### config.mk
export PLATFORM = sky130hd
export DESIGN_NAME = serial_adder_unit
export DESIGN_NICKNAME = d
export VERILOG_FILES = /design/src/rtl/serial_adder_unit.sv
export SDC_FILE = /design/constraint.sdc
export NUM_CORES = 1
export LEC_CHECK = 0
export CORE_ASPECT_RATIO = 0.5
export CORE_MARGIN = 8
export CORE_UTILIZATION = 51
export DETAILED_ROUTE_END_ITERATION = 8
export PLACE_DENSITY_LB_ADDON = 0.3
export RECOVER_POWER = 50
export SYNTH_ARGS = -nofsm -noshare
export SYNTH_HDL_FRONTEND = slang
export SYNTH_SLANG_ARGS = --single-unit
### constraint.sdc
create_clock -name i_clk -period 1.4 [get_ports i_clk]
set_input_delay 0.42 -clock i_clk [delete_from_list [all_inputs] [get_ports i_clk]]
set_output_delay 0.42 -clock i_clk [all_outputs]
set_load 0.01 [all_outputs]
### src/rtl/serial_adder_unit.sv
// serial_adder_unit: bit-serial add/subtract built around one full-adder cell.
// Operands are consumed LSB first, one bit pair per clock. The result, carry
// and overflow registers update only on completion or on reset.
module serial_adder_unit #(
  parameter int WIDTH = 8
) (
  input  logic             i_clk,
  input  logic             i_rst,
  input  logic             i_start,
  input  logic             i_sub,
  input  logic [WIDTH-1:0] i_a,
  input  logic [WIDTH-1:0] i_b,
  input  logic             i_cin,
  output logic             o_busy,
  output logic             o_done,
  output logic [WIDTH-1:0] o_result,
  output logic             o_cout,
  output logic             o_overflow
);

  localparam int CW = $clog2(WIDTH);
  localparam logic [CW-1:0] LAST_BIT   = CW'(WIDTH - 1);
  localparam logic [CW-1:0] PENULT_BIT = CW'(WIDTH - 2);

  localparam logic [1:0] ST_IDLE = 2'd0;
  localparam logic [1:0] ST_RUN  = 2'd1;
  localparam logic [1:0] ST_DONE = 2'd2;

  logic [1:0]       state_reg;
  logic [WIDTH-1:0] sa_reg;
  logic [WIDTH-1:0] sb_reg;
  logic             c_reg;
  logic [CW-1:0]    cnt_reg;
  logic [WIDTH-1:0] acc_reg;
  logic             c_msb_reg;
  logic [WIDTH-1:0] result_reg;
  logic             cout_reg;
  logic             ovf_reg;

  logic [WIDTH-1:0] b_load;
  logic             sum_bit;
  logic             carry_next;
  logic [WIDTH-1:0] acc_next;

  // Subtraction is A + ~B + 1, so B is inverted bit by bit when loading.
  generate
    for (genvar gi = 0; gi < WIDTH; gi++) begin : g_binv
      assign b_load[gi] = i_b[gi] ^ i_sub;
    end
  endgenerate

  // The single full-adder cell and the next value of the result shifter.
  always_comb begin
    sum_bit    = sa_reg[0] ^ sb_reg[0] ^ c_reg;
    carry_next = (sa_reg[0] & sb_reg[0]) | (sa_reg[0] & c_reg) | (sb_reg[0] & c_reg);
    acc_next   = {sum_bit, acc_reg[WIDTH-1:1]};
  end

  // Control FSM and serial datapath; reset has priority over everything.
  always_ff @(posedge i_clk) begin
    if (i_rst) begin
      state_reg  <= ST_IDLE;
      sa_reg     <= '0;
      sb_reg     <= '0;
      c_reg      <= 1'b0;
      cnt_reg    <= '0;
      acc_reg    <= '0;
      c_msb_reg  <= 1'b0;
      result_reg <= '0;
      cout_reg   <= 1'b0;
      ovf_reg    <= 1'b0;
    end else begin
      case (state_reg)
        ST_IDLE: begin
          if (i_start) begin
            sa_reg    <= i_a;
            sb_reg    <= b_load;
            c_reg     <= i_sub ? 1'b1 : i_cin;
            cnt_reg   <= '0;
            acc_reg   <= '0;
            state_reg <= ST_RUN;
          end
        end
        ST_RUN: begin
          c_reg   <= carry_next;
          sa_reg  <= sa_reg >> 1;
          sb_reg  <= sb_reg >> 1;
          acc_reg <= acc_next;
          cnt_reg <= cnt_reg + CW'(1);
          // The carry produced by bit WIDTH-2 is the carry into the MSB.
          if (cnt_reg == PENULT_BIT) begin
            c_msb_reg <= carry_next;
          end
          if (cnt_reg == LAST_BIT) begin
            result_reg <= acc_next;
            cout_reg   <= carry_next;
            ovf_reg    <= c_msb_reg ^ carry_next;
            state_reg  <= ST_DONE;
          end
        end
        ST_DONE: begin
          state_reg <= ST_IDLE;
        end
        default: begin
          state_reg <= ST_IDLE;
        end
      endcase
    end
  end

  assign o_busy     = (state_reg == ST_RUN);
  assign o_done     = (state_reg == ST_DONE);
  assign o_result   = result_reg;
  assign o_cout     = cout_reg;
  assign o_overflow = ovf_reg;

endmodule

==> results.md <==
- The via count of the first global-routing pass was 1475.
- Summing all placed instances gives a cell area of 2210 µm².
- The via count normalized by instance count is 5.24.
- The critical register-to-register path endpoint is o_overflow.
- Across every metal layer, demand over resource in global routing totals 14.6%.
- Setup repair after global routing could not meet its margin everywhere.
- At the end of the flow the core is filled with cells to 69.1%.
- At the pin with the least slew margin, the transition time is 0.294 ns.
- The congestion estimate from routability-driven global placement came to 0.780.
- The top cell type's share of synthesized area is 44.3%.
- The multi-input combinational cell area is 872 µm².
- The antenna cell count is 0.
- The number of enable flip-flop cells after synthesis is 0.
- Summing all flip-flop and latch instances after layout gives 805 µm².
- The first global-routing pass estimated 6810 µm of wire.
- The slack of the worst reg-to-reg path is 0.06 ns.
- The routed wire length per instance is 13.7 µm.
- The initial antenna violation count is 0.
- The boundary pin count is 33.
- The path depth of the worst reg2reg path is 5.
- Counting flops and latches in the post-synthesis netlist gives 40.
- The initialized floorplan defines 15 standard-cell rows.
- The number of nets handed over by synthesis was 230.
- Summed over all nets, the half-perimeter wirelength after detailed placement is 2940 µm.
- The flow ran to the end, and the final reports show no timing, DRC or antenna violations.
- The floorplan step set the die width to 100 µm.
- The final count of hold timing violations was 0.
- The min-delay analysis places its worst path in the category reg -> reg.
- In the finished design, the share of the clock period the worst path needs comes to 98.6%.
- The die outline area is 5820 µm².
- Synthesis handed over a netlist of 205 instances.
- The capturing element of the worst setup path is o_busy.
- The classification of the worst setup path is reg -> out.
- The placeable core region is 3420 µm².
- Derived from the worst setup path, the maximum achievable clock frequency is 725 MHz.
- TritonCTS built the clock tree.
- The type of destination of the critical path is an output port.
- In this run the power density over the cells is 1080 nW/µm².
- The setup slack at placement is -0.299 ns.
- The share of flip-flops with an asynchronous set or reset after synthesis is 0%.
- The root buffer cell chosen for the clock tree is clkbuf_8.
- The number of standard cells in the layout, taps in and fillers out is 296.
- The total DRC errors in the routed layout is 0.
- Summing every instance area after synthesis gives 1810 µm².
- The routed design has 4070 µm of wire.
- Across all layers, the routed design uses 1551 vias.
- Of all cell types, the one taking the most synthesized area is dfxtp_1.
- The floorplan step set the die height to 58.1 µm.
- The total of endpoints with negative setup slack in the final report is 0.
- Among all flip-flop cells after synthesis, the most frequent one is dfxtp_1.
- The clock skew is 0.00903 ns.
- Across the VDD grid, the largest voltage drop is 0.000569 V.
- The number of sinks on the clock net is 40.
- The area added between synthesis and finish is 30.5%.
- The shortest clock period the worst path allows after layout is 1.38 ns.
- Max-cap violations in this run came to 0.
- The average instance in the mapped netlist occupies 8.82 µm².
- The number of fillers in the final layout is 283.
- After clock tree synthesis, the clock-pin slew on the worst setup and hold paths is 0.08 ns.
- After layout, the worst setup slack is 0.0201 ns.
- Yosys mapped the design onto 35 distinct sky130hd cell types.
- The initial core utilization is 52.9%.
- After the first detailed-routing iteration, the DRC count stood at 54.
- dfxtp_1 is the most common cell in the netlist.
- The number of slew-limit violations in the final report was 0.
- The later-pin clock latency in the skew report is 0.29 ns.
- The post-detailed-route count of antenna-violating nets is 0.
- In the final layout, the share of cells above drive strength 1 is 18.8%.
- During synthesis, Yosys emitted a total of 0 warnings.
- The design draws 2.54 mW.
- The portion of the post-synthesis area used by sequential elements is 44.3%.
- The final layout contains 269 nets.
- Along the worst path, the maximum fanout reaches 4.
- The area of all placed cells without fillers is 2360 µm².
- Before antenna repair, the detailed router went through 4 iterations.
- Summed over all cells, the static leakage comes to 0.942 nW.
- By area the synthesized netlist is led by dfxtp_1 (44%), a21oi_1 (6.6%), a22oi_1 (6.6%), nor2_1 (5.6%), nand2_1 (4.8%).
- The H-tree was split into 2 levels.
- The critical path starts at state_reg[1].
- Counting along the longest clock path gives a buffer depth of 2.
- The count of placed standard cells including taps is 287.
- The commonest cells after synthesis are dfxtp_1 (40), nor2_1 (27), a21oi_1 (24).
- Port buffering added 32 buffers.
- The worst setup path is launched from a flop.
- Clock tree synthesis inserted a total of 5 buffers.
- In this run the tightest slew margin relative to its limit is 80.3%.
- For the final routed database, the setup TNS stands at 0 ns.
- For this run the aggregate overflow at the end of global routing stands at 0.
- In this run the critical register-to-register path is launched from cnt_reg[0].
- The required time at the endpoint of the critical path is 0.98 ns.
- At the worst endpoint, the arrival time is 0.96 ns.
- The largest net degree at the start of global routing is 20.
- Final hold analysis gives a worst-case slack of 0.452 ns.
what timing repair did:
| action | in CTS | in global routing |
|---|---|---|
| hold buffers | 0 | 0 |
| setup endpoints to repair | 16 | 25 |
| buffers inserted | 1 | 0 |
| gates resized for setup | 23 | 11 |
final cells by class:
type	instances	area share, %
Clock inverter	2	1.64
Timing Repair Buffer	48	19.0
Inverter	11	2.07
Sequential cell	40	34.1
Clock buffer	6	3.50
Multi-Input combinational cell	138	37.0
Tap cell	51	2.70
cells in the final DEF, fill, tap and decap left out, types with 2 or more instances in the layout:
| cell type | n |
|---|---|
| nand2_1 | 22 |
| clkbuf_8 | 6 |
| nor2_1 | 27 |
| clkdlybuf4s50_1 | 19 |
| ha_1 | 2 |
| o22ai_1 | 7 |
| buf_4 | 14 |
| o221a_2 | 6 |
| dfxtp_2 | 3 |
| o21ai_0 | 4 |
| a21oi_1 | 24 |
| dlygate4sd2_1 | 10 |
| buf_6 | 3 |
| xnor2_1 | 8 |
| dfxtp_1 | 37 |
| inv_1 | 10 |
| a22oi_1 | 16 |
power breakdown:
part / total (mW) / switching [mW] / internal (mW) / leakage (nW)
Sequential: 1.22 / 0.0372 / 1.19 / 0.327
Combinational: 0.328 / 0.153 / 0.175 / 0.553
Clock: 0.989 / 0.406 / 0.583 / 0.0614
Total: 2.54 / 0.596 / 1.94 / 0.942
per-layer routing:
| metal | GRT usage [%] | vias to the layer above | share of wire [%] |
|---|---|---|---|
| li1 | - | 787 | - |
| met1 | 17.4 | 718 | 46 |
| met2 | 23.4 | 39 | 47 |
| met3 | 5.85 | 7 | 6.1 |
| met4 | 5.11 | 0 | 1.1 |
| met5 | 0 | - | 0 |
kinds of logic after synthesis:
logic type | after synthesis | share of synthesized area, %
xor gates and xnor gates | 9 | 4.36
muxes | 1 | 0.623
and+or+nand+nor | 59 | 13.7
AOI/OAI and AO/OA | 65 | 25.1
buffers and inverters | 27 | 8.79
DFF | 40 | 44.3
adders and majority gates | 4 | 3.18
critical path, stage by stage, from the launching register on:
cell and delay [ns]:
dfxtp_2 0.36, nand2b_4 0.16, inv_8 0.03, buf_6 0.11
worst min-delay path by stage:
stage | start | to | slack, ns | cells past startpoint
2_1_floorplan | acc_reg[1] | o_result[0] | 0.43 | 2
3_3_place_gp | acc_reg[1] | o_result[0] | 0.44 | 2
3_5_place_dp | o_result[5] | o_result[5] | 0.45 | 2
4_1_cts | o_result[5] | o_result[5] | 0.46 | 2
5_1_grt | o_result[4] | o_result[4] | 0.46 | 2
6_report | o_result[6] | o_result[6] | 0.45 | 2
Power figures use the tool's default switching activity.
